<file path="src/rtl/mine_neighbour_counter_if.sv">
`default_nettype none
// =====================================================================
// Module  : mine_neighbour_counter_if
// Brief   : cell handshake, mine-map read port and number-map write port
// Rev     : 1.0 initial release
// =====================================================================
interface mine_neighbour_counter_if #(
  parameter int COORD_W = 5
);
  logic               cell_valid;
  logic [COORD_W-1:0] cell_x;
  logic [COORD_W-1:0] cell_y;
  logic               cell_ready;
  logic               mine_rd_en;
  logic [COORD_W-1:0] mine_rd_x;
  logic [COORD_W-1:0] mine_rd_y;
  logic               mine_rd_data;
  logic               cnt_wr_en;
  logic [COORD_W-1:0] cnt_wr_x;
  logic [COORD_W-1:0] cnt_wr_y;
  logic [3:0]         cnt_wr_data;

  // master = the counter block, slave = scanner plus map memories
  modport master (
    input  cell_valid, cell_x, cell_y, mine_rd_data,
    output cell_ready, mine_rd_en, mine_rd_x, mine_rd_y,
           cnt_wr_en, cnt_wr_x, cnt_wr_y, cnt_wr_data
  );
  modport slave (
    output cell_valid, cell_x, cell_y, mine_rd_data,
    input  cell_ready, mine_rd_en, mine_rd_x, mine_rd_y,
           cnt_wr_en, cnt_wr_x, cnt_wr_y, cnt_wr_data
  );
endinterface
`default_nettype wire

</file>
<file path="src/rtl/mine_neighbour_counter.sv">
`default_nettype none
// =====================================================================
// Module  : mine_neighbour_counter
// Brief   : reads the 8 neighbours of each accepted cell and writes the
//           adjacent-mine count; MNC_SELF_MARK_EN adds a centre read
// Rev     : 1.0 initial release
// =====================================================================
module mine_neighbour_counter #(
  parameter int         COORD_W   = 5,
  parameter logic [3:0] MINE_CODE = 4'hF
) (
  input  wire logic               clk,
  input  wire logic               rst_n,
  input  wire logic               clear,
  input  wire logic [COORD_W-1:0] dimension_size,
  mine_neighbour_counter_if.master bus,
  output logic                    busy,
  output logic [9:0]              cells_done
);
  typedef enum logic [1:0] {
    S_IDLE  = 2'd0,
    S_SCAN  = 2'd1,
    S_DRAIN = 2'd2,
    S_WRITE = 2'd3
  } state_t;

`ifdef MNC_SELF_MARK_EN
  localparam logic [3:0] c_LAST_SLOT = 4'd8;
`else
  localparam logic [3:0] c_LAST_SLOT = 4'd7;
  wire logic [3:0] w_unused_code = MINE_CODE;
`endif
  localparam logic [COORD_W-1:0] c_ONE      = 1;
  localparam logic [9:0]         c_DONE_MAX = 10'h3FF;

  state_t             r_state, w_state_nxt;
  logic [3:0]         r_slot, w_slot_nxt, w_issue_slot;
  logic [COORD_W-1:0] r_x, r_y, r_dim, w_x_nxt, w_y_nxt, w_dim_nxt;
  logic [COORD_W-1:0] w_base_x, w_base_y, w_base_dim, w_nx, w_ny;
  logic [1:0]         w_dx, w_dy;
  logic               w_ok_x, w_ok_y, w_issue, w_hit;
  logic [3:0]         r_acc, w_acc_nxt;
  logic               r_rd_en_d;
  logic               r_ready, r_busy;
  logic               r_rd_en, w_rd_en_nxt;
  logic [COORD_W-1:0] r_rd_x, r_rd_y, w_rd_x_nxt, w_rd_y_nxt;
  logic               r_wr_en, w_wr_en_nxt;
  logic [COORD_W-1:0] r_wr_x, r_wr_y, w_wr_x_nxt, w_wr_y_nxt;
  logic [3:0]         r_wr_data, w_wr_data_nxt;
  logic [9:0]         r_done, w_done_nxt;

  // Slot 0 is issued straight from the inputs in the acceptance cycle.
  assign w_base_x     = (r_state == S_IDLE) ? bus.cell_x     : r_x;
  assign w_base_y     = (r_state == S_IDLE) ? bus.cell_y     : r_y;
  assign w_base_dim   = (r_state == S_IDLE) ? dimension_size : r_dim;
  assign w_issue_slot = (r_state == S_IDLE) ? 4'd0 : r_slot + 4'd1;
  assign w_hit        = r_rd_en_d & bus.mine_rd_data;

  // Offset codes: 0 = -1, 1 = 0, 2 = +1
  always_comb begin
    w_dx = 2'd1;
    w_dy = 2'd1;
    case (w_issue_slot)
      4'd0:    begin w_dx = 2'd0; w_dy = 2'd0; end
      4'd1:    begin w_dx = 2'd1; w_dy = 2'd0; end
      4'd2:    begin w_dx = 2'd2; w_dy = 2'd0; end
      4'd3:    begin w_dx = 2'd0; w_dy = 2'd1; end
      4'd4:    begin w_dx = 2'd2; w_dy = 2'd1; end
      4'd5:    begin w_dx = 2'd0; w_dy = 2'd2; end
      4'd6:    begin w_dx = 2'd1; w_dy = 2'd2; end
      4'd7:    begin w_dx = 2'd2; w_dy = 2'd2; end
      default: begin w_dx = 2'd1; w_dy = 2'd1; end
    endcase
    w_ok_x = 1'b1;
    w_nx   = w_base_x;
    if (w_dx == 2'd0) begin
      w_ok_x = (w_base_x != '0);
      w_nx   = w_base_x - c_ONE;
    end else if (w_dx == 2'd2) begin
      w_ok_x = (w_base_x < w_base_dim);
      w_nx   = w_base_x + c_ONE;
    end
    w_ok_y = 1'b1;
    w_ny   = w_base_y;
    if (w_dy == 2'd0) begin
      w_ok_y = (w_base_y != '0);
      w_ny   = w_base_y - c_ONE;
    end else if (w_dy == 2'd2) begin
      w_ok_y = (w_base_y < w_base_dim);
      w_ny   = w_base_y + c_ONE;
    end
  end

  always_comb begin
    w_state_nxt   = r_state;
    w_slot_nxt    = r_slot;
    w_x_nxt       = r_x;
    w_y_nxt       = r_y;
    w_dim_nxt     = r_dim;
    w_acc_nxt     = r_acc + {3'b000, w_hit};
    w_issue       = 1'b0;
    w_rd_en_nxt   = 1'b0;
    w_rd_x_nxt    = r_rd_x;
    w_rd_y_nxt    = r_rd_y;
    w_wr_en_nxt   = 1'b0;
    w_wr_x_nxt    = r_wr_x;
    w_wr_y_nxt    = r_wr_y;
    w_wr_data_nxt = r_wr_data;
    w_done_nxt    = r_done;
    case (r_state)
      S_IDLE: begin
        if (bus.cell_valid) begin
          w_x_nxt   = bus.cell_x;
          w_y_nxt   = bus.cell_y;
          w_dim_nxt = dimension_size;
          w_acc_nxt = '0;
          if ((dimension_size != '0) && (bus.cell_x <= dimension_size) &&
              (bus.cell_y <= dimension_size)) begin
            w_state_nxt = S_SCAN;
            w_slot_nxt  = '0;
            w_issue     = 1'b1;
          end
        end
      end
      S_SCAN: begin
        if (r_slot == c_LAST_SLOT) begin
          w_state_nxt = S_DRAIN;
        end else begin
          w_slot_nxt = r_slot + 4'd1;
          w_issue    = 1'b1;
        end
      end
      S_DRAIN: begin
        w_state_nxt = S_WRITE;
        w_wr_en_nxt = 1'b1;
        w_wr_x_nxt  = r_x;
        w_wr_y_nxt  = r_y;
`ifdef MNC_SELF_MARK_EN
        // The sample landing in DRAIN is the centre cell, not a neighbour.
        w_acc_nxt     = r_acc;
        w_wr_data_nxt = w_hit ? MINE_CODE : r_acc;
`else
        w_wr_data_nxt = w_acc_nxt;
`endif
      end
      S_WRITE: begin
        w_state_nxt = S_IDLE;
        if (r_done != c_DONE_MAX) w_done_nxt = r_done + 10'd1;
      end
      default: w_state_nxt = S_IDLE;
    endcase
    if (w_issue) begin
      w_rd_en_nxt = w_ok_x & w_ok_y;
      if (w_ok_x & w_ok_y) begin
        w_rd_x_nxt = w_nx;
        w_rd_y_nxt = w_ny;
      end
    end
    if (clear) begin
      w_state_nxt = S_IDLE;
      w_slot_nxt  = '0;
      w_rd_en_nxt = 1'b0;
      w_wr_en_nxt = 1'b0;
      w_done_nxt  = '0;
    end
  end

  always_ff @(posedge clk) begin
    if (!rst_n) begin
      r_state   <= S_IDLE;
      r_slot    <= '0;
      r_x       <= '0;
      r_y       <= '0;
      r_dim     <= '0;
      r_acc     <= '0;
      r_rd_en_d <= 1'b0;
      r_ready   <= 1'b1;
      r_busy    <= 1'b0;
      r_rd_en   <= 1'b0;
      r_rd_x    <= '0;
      r_rd_y    <= '0;
      r_wr_en   <= 1'b0;
      r_wr_x    <= '0;
      r_wr_y    <= '0;
      r_wr_data <= '0;
      r_done    <= '0;
    end else begin
      r_state   <= w_state_nxt;
      r_slot    <= w_slot_nxt;
      r_x       <= w_x_nxt;
      r_y       <= w_y_nxt;
      r_dim     <= w_dim_nxt;
      r_acc     <= w_acc_nxt;
      r_rd_en_d <= r_rd_en & ~clear;
      r_ready   <= (w_state_nxt == S_IDLE);
      r_busy    <= (w_state_nxt != S_IDLE);
      r_rd_en   <= w_rd_en_nxt;
      r_rd_x    <= w_rd_x_nxt;
      r_rd_y    <= w_rd_y_nxt;
      r_wr_en   <= w_wr_en_nxt;
      r_wr_x    <= w_wr_x_nxt;
      r_wr_y    <= w_wr_y_nxt;
      r_wr_data <= w_wr_data_nxt;
      r_done    <= w_done_nxt;
    end
  end

  assign bus.cell_ready  = r_ready;
  assign bus.mine_rd_en  = r_rd_en;
  assign bus.mine_rd_x   = r_rd_x;
  assign bus.mine_rd_y   = r_rd_y;
  assign bus.cnt_wr_en   = r_wr_en;
  assign bus.cnt_wr_x    = r_wr_x;
  assign bus.cnt_wr_y    = r_wr_y;
  assign bus.cnt_wr_data = r_wr_data;
  assign busy            = r_busy;
  assign cells_done      = r_done;
endmodule
`default_nettype wire
</file>
<file path="src/flat_wrapper.sv">
// flat-port wrapper written by rule: the top's interface ports become plain ports
module mine_neighbour_counter_flat 
#(
  parameter int         COORD_W   = 5,
  parameter logic [3:0] MINE_CODE = 4'hF
)
  (clk, rst_n, clear, dimension_size, busy, cells_done, bus_cell_valid, bus_cell_x, bus_cell_y, bus_mine_rd_data, bus_cell_ready, bus_mine_rd_en, bus_mine_rd_x, bus_mine_rd_y, bus_cnt_wr_en, bus_cnt_wr_x, bus_cnt_wr_y, bus_cnt_wr_data);
  mine_neighbour_counter_if #(.COORD_W(COORD_W)) bus_i ();
  input  wire logic clk;
  input  wire logic rst_n;
  input  wire logic clear;
  input  wire logic [COORD_W-1:0] dimension_size;
  output logic busy;
  output logic [9:0] cells_done;
  input wire logic [$bits(bus_i.cell_valid)-1:0] bus_cell_valid;
  input wire logic [$bits(bus_i.cell_x)-1:0] bus_cell_x;
  input wire logic [$bits(bus_i.cell_y)-1:0] bus_cell_y;
  input wire logic [$bits(bus_i.mine_rd_data)-1:0] bus_mine_rd_data;
  output wire logic [$bits(bus_i.cell_ready)-1:0] bus_cell_ready;
  output wire logic [$bits(bus_i.mine_rd_en)-1:0] bus_mine_rd_en;
  output wire logic [$bits(bus_i.mine_rd_x)-1:0] bus_mine_rd_x;
  output wire logic [$bits(bus_i.mine_rd_y)-1:0] bus_mine_rd_y;
  output wire logic [$bits(bus_i.cnt_wr_en)-1:0] bus_cnt_wr_en;
  output wire logic [$bits(bus_i.cnt_wr_x)-1:0] bus_cnt_wr_x;
  output wire logic [$bits(bus_i.cnt_wr_y)-1:0] bus_cnt_wr_y;
  output wire logic [$bits(bus_i.cnt_wr_data)-1:0] bus_cnt_wr_data;
  assign bus_i.cell_valid = bus_cell_valid;
  assign bus_i.cell_x = bus_cell_x;
  assign bus_i.cell_y = bus_cell_y;
  assign bus_i.mine_rd_data = bus_mine_rd_data;
  assign bus_cell_ready = bus_i.cell_ready;
  assign bus_mine_rd_en = bus_i.mine_rd_en;
  assign bus_mine_rd_x = bus_i.mine_rd_x;
  assign bus_mine_rd_y = bus_i.mine_rd_y;
  assign bus_cnt_wr_en = bus_i.cnt_wr_en;
  assign bus_cnt_wr_x = bus_i.cnt_wr_x;
  assign bus_cnt_wr_y = bus_i.cnt_wr_y;
  assign bus_cnt_wr_data = bus_i.cnt_wr_data;
  mine_neighbour_counter #(.COORD_W(COORD_W), .MINE_CODE(MINE_CODE)) u_core (.clk(clk), .rst_n(rst_n), .clear(clear), .dimension_size(dimension_size), .bus(bus_i), .busy(busy), .cells_done(cells_done));
endmodule
</file>
<file path="config.mk">
export PLATFORM = sky130hd
export DESIGN_NAME = mine_neighbour_counter_flat
export DESIGN_NICKNAME = d
export VERILOG_FILES = /design/src/rtl/mine_neighbour_counter_if.sv /design/src/rtl/mine_neighbour_counter.sv /design/src/flat_wrapper.sv
export SDC_FILE = /design/constraint.sdc
export NUM_CORES = 1
export LEC_CHECK = 0
export BUFFER_PORTS_ARGS = -buffer_cell sky130_fd_sc_hd__buf_4
export CORE_AREA = 2 2 148 92
export CTS_BUF_LIST = sky130_fd_sc_hd__clkbuf_8
export DETAILED_ROUTE_END_ITERATION = 8
export DIE_AREA = 0 0 150 94
export SYNTH_ARGS = -nofsm -noshare
export SYNTH_HDL_FRONTEND = slang
export SYNTH_SLANG_ARGS = --single-unit
export TNS_END_PERCENT = 100
</file>
<file path="constraint.sdc">
create_clock -name clk -period 3.7 [get_ports clk]
set_input_delay 0.37 -clock clk [delete_from_list [all_inputs] [get_ports clk]]
set_output_delay 0.37 -clock clk [all_outputs]
set_load 0.05 [all_outputs]
</file>
# Word-level counts from Yosys, hierarchy flattened
# Memory sizes are Yosys's and may differ from the RTL's.
# Index checks and enable logic that the tools add are counted.
[totals]
regBits = 64
romBits = 32
input_bits = 20
output_inout_bits = 38
word_cells = 91
mem_count = 1
[memory_table]
columns = ["memory", "words", "word_bits", "read_ports", "rd_ports_with_merged_regs", "write_ports", "line_no", "rtl"]
rows = [
  ["(name not given)", 8, 4, 1, 0, 0, "mine_neighbour_counter.sv:63", "case (w_issue_slot)"],
]
[op_classes]
n_addsub = 7
n_lt_le_gt_ge = 4
eq_ne = 10
mux = 29
n_bitwise = 6
n_reduce_logical = 17
[op_table]
columns = ["cell", "n"]
rows = [
  ["$mux 5", 7],
  ["$mux 4", 7],
  ["$reduce_bool 5->1", 3],
  ["$add 10x1->10 const B", 1],
  ["$add 5x1->5 const B", 2],
  ["$le 5x5->1", 2],
  ["$lt 5x5->1", 2],
  ["$ne 10x10->1 const B", 1],
  ["$sub 5x1->5 const B", 2],
  ["$eq 2x2->1 const B", 4],
  ["$logic_not 2->1", 4],
  ["$mux 1", 8],
  ["$mux 2", 4],
  ["$pmux 2 s4", 1],
  ["$pmux 4 s2", 1],
  ["$ne 2x2->1 const B", 3],
  ["$reduce_and 2->1", 3],
  ["$add 4x1->4", 1],
  ["$add 4x1->4 const B", 1],
  ["$eq 4x3->1 const B", 1],
  ["$reduce_and 4->1", 1],
  ["$reduce_bool 2->1", 2],
  ["$and 1x1->1", 3],
  ["$not 1->1", 3],
  ["other kinds (5)", 6],
]

# Depth between registers and ports, before layout
# Gate-level depths: netlist of the first run.
# An unclocked memory read counts as a cell.
[logic_depth]
word_depth = 9
mapped_depth = 12
depth_no_buf = 9

# Least setup slack after synthesis of the first run
# No wires, ideal clock.
[synth_path]
kind = "register -> register"
from = "register u_core.r_state[1]"
to = "register u_core.r_rd_y[1], in the netlist u_core.bus.mine_rd_y[1]"
setup_ns = 0.121
t_arrival_ns = 3.127
t_required_ns = 3.579
slack_ns = 0.452
stages_incl_launch_ff = 13
n_path_buf = 3
synth_period_minus_slack_ns = 3.248
cell_sequence = "dfxtp_1 nor2_2 buf_2 buf_2 buf_2 mux2i_1 inv_1 ha_1 o311a_1 o2111ai_1 a221o_2 nand4_4 mux2_4"
[synth_via]
elab_chain_len = 9
elab_cells_between_ends = 27
cone_classes = "add/sub: 2; order compare: 2; eq/ne: 3; mux: 12; bitwise: 1; reduce/logical: 6; memory: 1"
[synth_lines]
columns = ["element", "line_no", "rtl"]
rows = [
  ["from (decl)", "mine_neighbour_counter.sv:36", "state_t r_state, w_state_nxt;"],
  ["from (signal assigned)", "mine_neighbour_counter.sv:188", "r_state <= w_state_nxt;"],
  ["$logic_not 2->1", "-", ""],
  ["$mux 4", "mine_neighbour_counter.sv:56", "assign w_issue_slot = (r_state == S_IDLE) ? 4'd0 : r_slot + 4'd1;"],
  ["$mem_v2 8x4", "-", ""],
  ["$mux 4", "mine_neighbour_counter.sv:63", ""],
  ["$eq 2x2->1, on equally long branches", "mine_neighbour_counter.sv:79, mine_neighbour_counter.sv:88", ""],
  ["$mux 1, on equally long branches", "mine_neighbour_counter.sv:79, mine_neighbour_counter.sv:88", ""],
  ["$mux 1, on equally long branches", "mine_neighbour_counter.sv:76, mine_neighbour_counter.sv:85", ""],
  ["$and 1x1->1", "mine_neighbour_counter.sv:154", "if (w_ok_x & w_ok_y) begin"],
  ["$reduce_and 2->1 (no source line)", "-", ""],
  ["to (signal assigned)", "mine_neighbour_counter.sv:199", "r_rd_y <= w_rd_y_nxt;"],
  ["to (decl)", "mine_neighbour_counter.sv:46", "logic [COORD_W-1:0] r_rd_x, r_rd_y, w_rd_x_nxt, w_rd_y_nxt;"],
]
# Parallel ways exist; a longest one is shown, timed or not.
# A chain may end at the register's enable or synchronous reset.

# Worst setup path in the final report of the first run
# Ends and elaborated chain as after synthesis.

==> run summary, run 1 <==
Critical path startpoint category = flop
Final Hold Vio Count = 0
Drt pass-1 iters = 5
PwrDens = 379 nW/µm²
CTS Sinks = 64
Antenna Cells = 0
Metal2 WL = 3.99 mm
Status = complete, no violations
CTS resizes = 0
Worst r2r src = u_core.r_state[1]$_SDFF_PN0_
Clock transition at path regs = 0.07 ns
Setup crit end kind = flop
Tmin final = 3.16 ns
Post-Syn Nets = 514
Cells after synthesis = 462
Skew-Pair Late Insertion Delay = 0.35 ns
DR DRC count = 0
Via-to-Cell Ratio = 5.19
Chip Height = 94 µm
CP max FO = 36
Post-synth ARST share = 0%
Htree depth = 3
Cell Area, Synth = 3760 µm²
Worst Reg-to-Reg Cells = 10
F_max = 317 MHz
Width of the die = 150 µm
Post-DRT Antenna Nets = 0
Compound-gate portion of the synthesized area = 18.8%
Largest net degree at the start of global routing = 37
Avg WL per Cell = 16.1 µm
Slew HR = 26.3%
Synth cell types = 55
Setup violators final = 0
Max Slew Vio Count = 0
WHS Endpoint = u_core.r_dim[4]$_SDFFE_PN0P_
Placer Congestion = 0.919
GRT Util Overall = 15.9%
# Post-CTS Setup Buffers = 0
EDFF count, synth = 0
Clock buffer count from CTS = 9
Flops & latches, synth = 64
Row count = 32
Post-synthesis simple-gate area fraction = 21.8%
GR Overflow Total = 0
R2r setup slk = 0.54 ns
Hold Crit Class = primary input to flop
# hold bufs at CTS = 0
Layout area overhead = 21.3%
Initial antenna violation count = 0
CTS tree = done
Hold Crit Depth = 3
Clock Path Buffers = 2
Initial Util = 29.7%
Mapped Avg Cell Area = 8.14 µm²
Final critical-path share of the clock period = 85.4%
Die area = 14100 µm²
Share of cells above drive strength 1 = 17.8%
Least-Margin Pin Slew = 1.10 ns
Worst setup path class = flop to flop
DRC marker count from the first detailed-route iteration = 296
Worst slack, placed = 0.610 ns
DR vias = 3559
MaxCap Viol Count = 0
Commonest cells after routing, fill and taps aside = nand2_1, dfxtp_1, buf_4
Hold wc startpoint = dimension_size[4]
R2r endpoint = u_core.bus.mine_rd_y[1]$_SDFFE_PN0P_
Commonest non-fill, non-tap cell in the layout = nand2_1
Lkg Pwr = 1.95 nW
Adder-cell share of the synthesized area = 10.6%
Seq/Total Area, Yosys = 34.1%
First-pass GRT wire length = 17.0 mm
Synth Area in XOR/XNOR = 4.89%
Synth warn = 0
Worst endpoint required time = 3.93 ns
HPWL Detailed = 8.56 mm
WP data arrival = 3.39 ns
Fin Clk Skew = 0.00987 ns
Placeable Area = 12700 µm²
WL final = 11.0 mm
Worst VDD drop = 0.158 mV
IO buf count = 57
# nets final = 563
Setup WS post-layout = 0.541 ns
Mux share of post-synthesis cell area = 4.92%
Ys flop type = dfxtp_1
Highest metal used = met4
Setup TNS = 0 ns
RSZ-0062 raised after global routing = false
Routed length on met3 = 1.04 mm
DRT met1 WL = 5.91 mm
IO Pins = 58
Clk root buf = clkbuf_8
Combinational family with the most area after synthesis = simple AND/OR/NAND/NOR gates
Vias in the first global route = 3062
## registers in the layout, indices dropped and copies added, names as in the netlist, 5 cells and up
register,cells
u_core.bus.cnt_wr_y,5
u_core.r_y,5
u_core.r_x,5
u_core.cells_done,10
u_core.bus.mine_rd_x,5
u_core.r_dim,5
u_core.bus.cnt_wr_x,5
u_core.bus.mine_rd_y,5
## kinds of logic after synthesis
family,after synthesis
xor gates and xnor gates,21
buffers and inverters,47
muxes,18
adders and majority gates,32
and+or+nand+nor,174
AOI/OAI and AO/OA,106
DFF,64
## through the flow
step | util, % | power [W] | hold WS, ns | std cells | cell area [µm²]
floorplan | - | 0.000957 | 0.436 | 462 | 3760
global placement | 34.3 | 0.00105 | 0.444 | 670 | 4340
detailed placement | 34.3 | 0.00106 | 0.446 | 670 | 4340
CTS | 36.0 | 0.00174 | 0.278 | 686 | 4560
global route | 36.0 | 0.00181 | 0.286 | 686 | 4560
finish | 36.0 | 0.00173 | 0.295 | 686 | 4560
## layer usage
layer | vias up | track usage (%)
li1 | 1738 | -
met1 | 1657 | 26.0
met2 | 154 | 19.7
met3 | 10 | 4.71
met4 | 0 | 2.75
met5 | - | 0
## worst max path at each step
stage	from	endpoint	slack, ns
after global placement	u_core.r_state[1]$_SDFF_PN0_	u_core.bus.mine_rd_y[1]$_SDFFE_PN0P_	0.67
final	u_core.r_state[1]$_SDFF_PN0_	u_core.bus.mine_rd_y[1]$_SDFFE_PN0P_	0.54
after floorplan	u_core.r_state[1]$_SDFF_PN0_	u_core.bus.mine_rd_y[1]$_SDFFE_PN0P_	0.45
after detailed placement	u_core.r_state[1]$_SDFF_PN0_	u_core.bus.mine_rd_y[1]$_SDFFE_PN0P_	0.61
after CTS	u_core.r_state[1]$_SDFF_PN0_	u_core.bus.mine_rd_y[1]$_SDFFE_PN0P_	0.59
after global routing	u_core.r_state[1]$_SDFF_PN0_	u_core.bus.mine_rd_y[1]$_SDFFE_PN0P_	0.39
## layout make-up
type / instances / area (µm²)
Sequential cell: 64 / 1280
Tap cell: 170 / 213
Inverter: 24 / 90.1
Timing Repair Buffer: 61 / 458
Fill cell: 1331 / 8090
Multi-Input combinational cell: 351 / 2300
Clock inverter: 6 / 83.8
Clock buffer: 10 / 138
## power breakdown
part / internal, W / switching (W) / total [W] / leakage [nW]
Sequential: 0.000713 / 0.0000225 / 0.000735 / 0.520
Clock: 0.000394 / 0.000283 / 0.000677 / 0.110
Combinational: 0.000114 / 0.000201 / 0.000316 / 1.32
## synthesized netlist by cell type, types with 5 or more instances
cell type / count / area, µm²
nand2_1: 86 / 323
dfxtp_1: 64 / 1280
a21oi_1: 43 / 215
ha_1: 32 / 400
nor2_1: 25 / 93.8
inv_1: 24 / 90.1
mux2i_1: 17 / 170
clkbuf_1: 15 / 56.3
nand3_1: 12 / 60.1
nor3_1: 12 / 60.1
xnor2_1: 12 / 105
o21ai_0: 9 / 45.0
xor2_1: 9 / 78.8
nand4_1: 6 / 37.5
a21o_1: 5 / 37.5
buf_2: 5 / 25.0
or3_1: 5 / 31.3
## critical path, cell delays in order, from the launching register on
cell and delay [ns]:
dfxtp_1 0.37, nor2_2 0.12, buf_4 0.37, mux2i_1 0.43
inv_1 0.15, ha_1 0.31, o311a_1 0.17, o2111ai_1 0.12
a221o_2 0.50, nand4_4 0.19, mux2_4 0.31
Note: power is estimated with default switching activity, not from simulation.
==> run 2, diff against run 1 <==
Settings changed: CORE_AREA 2 2 148 92 to 2 2 162 101, DIE_AREA 0 0 150 94 to 0 0 164 103.
==> run 2 against run 1 <==
Clock power hardly changed. Register-to-register slack got worse by 0.06 ns. Non-clock buffer count increased by 5. Sequential share of layout area shrank 0.52 points. Via count decreased by 1.9%. Highest routed layer unchanged. Largest cell class unchanged. Power about the same. Critical path type unchanged.
==> run summary, run 2 (synthesis results as in run 1) <==
Status = complete, no violations
Die area = 16900 µm²
WP data arrival = 3.44 ns
Max FFs per register = 10
Setup violators final = 0
Drt pass-1 iters = 7
Fillers = 1688
Worst slack, placed = 0.554 ns
HPWL Detailed = 8.63 mm
MaxCap Viol Count = 0
Clock buffer count from CTS = 9
Initial Util = 24.1%
Avg WL per Cell = 15.2 µm
Worst VDD drop = 0.143 mV
Width of the die = 164 µm
IO Pins = 58
CTS resizes = 0
Final Hold Vio Count = 0
Clock transition at path regs = 0.08 ns
IO buf count = 57
Tmin final = 3.21 ns
CTS tree = done
Setup TNS = 0 ns
Worst endpoint required time = 3.93 ns
Setup WS post-layout = 0.486 ns
Antenna Cells = 0
Placeable Area = 15600 µm²
Hold_ws = 0.298 ns
Largest net degree at the start of global routing = 25
Least-Margin Pin Slew = 0.789 ns
CP max FO = 19
Share of cells above drive strength 1 = 18.6%
First-pass GRT wire length = 17.2 mm
Commonest cells after routing, fill and taps aside = nand2_1, buf_4, dfxtp_1
Vias in the first global route = 3069
Critical path startpoint category = flop
Lkg Pwr = 1.97 nW
Sequential Area = 1280 µm²
Setup crit end kind = flop
# Post-CTS Setup Buffers = 0
Via-to-Cell Ratio = 4.78
Clock Path Buffers = 2
CTS Sinks = 64
Final critical-path share of the clock period = 86.9%
# nets final = 568
Hold Crit Class = primary input to flop
F_max = 311 MHz
Layout area overhead = 23.6%
Chip Height = 103 µm
Initial antenna violation count = 0
Clk root buf = clkbuf_8
Non-filler cells, final = 730
Slew HR = 47.4%
Skew-Pair Late Insertion Delay = 0.34 ns
Fin Clk Skew = 0.00766 ns
Worst setup path class = flop to flop
Htree depth = 3
WL final = 11.1 mm
DR vias = 3492
Post-DRT Antenna Nets = 0
GRT Util Overall = 13.3%
Placer Congestion = 0.918
DR DRC count = 0
Row count = 36
Placed Instances = 714
Total power = 0.00173 W
GR Overflow Total = 0
Area of the multi-input gates = 2300 µm²
Max Slew Vio Count = 0
DRC marker count from the first detailed-route iteration = 361
# hold bufs at CTS = 0
PwrDens = 372 nW/µm²
RSZ-0062 raised after global routing = false
Commonest non-fill, non-tap cell in the layout = nand2_1
## run 2: cell types whose count changed in the layout (fill, tap and decap cells not counted), sizes merged
cell and delta:
buf +5
## run 2: layout make-up
class	count	area share (%)
multi-input cells	351	49.4
clock buffers	10	2.96
repair buffers	66	10.7
flip-flops and latches	64	27.6
clock inverters	6	1.80
well taps	209	5.63
inverters	24	1.94
## run 2: final timing paths
kind	start	to	slack (ns)	depth (start not counted)
max reg2reg	u_core.r_state[1]$_SDFF_PN0_	u_core.bus.mine_rd_y[1]$_SDFFE_PN0P_	0.49	10
max	u_core.r_state[1]$_SDFF_PN0_	u_core.bus.mine_rd_y[1]$_SDFFE_PN0P_	0.49	10
min reg2reg	u_core.bus.mine_rd_en$_SDFF_PP0_	u_core.r_rd_en_d$_SDFF_PN0_	0.43	2
min	dimension_size[4]	u_core.r_dim[4]$_SDFFE_PN0P_	0.30	3
## run 2: where the power goes
part / internal, W / switching (W) / leakage [nW] / total, W
logic: 0.000115 / 0.000201 / 1.34 / 0.000316
registers: 0.000713 / 0.0000216 / 0.520 / 0.000734
clock network: 0.000394 / 0.000285 / 0.110 / 0.000679
total: 0.00122 / 0.000507 / 1.97 / 0.00173
## run 2: per-stage QoR
stage                     instance area, µm²  utilization [%]
final                                   4650             29.7
after global routing                    4650             29.7
after CTS                               4650             29.7
after detailed placement                4430             28.3
after global placement                  4430             28.3
after floorplan                         3760                -
## run 2: worst max-delay path, stage by stage, from the launching register on
cell       delay, ns
dfxtp_1         0.39
nor2_2          0.31
buf_4           0.29
mux2i_1         0.39
inv_1           0.14
ha_1            0.30
o311a_1         0.17
o2111ai_1       0.12
a221o_2         0.49
nand4_4         0.19
mux2_4          0.31
## run 2: routing by layer
metal / vias up / global-route usage, % / share of wire [%]
li1: 1737 / - / -
met1: 1616 / 22.7 / 57
met2: 131 / 15.9 / 34
met3: 8 / 3.42 / 8.9
met4: 0 / 1.62 / 0.31
met5: - / 0 / 0
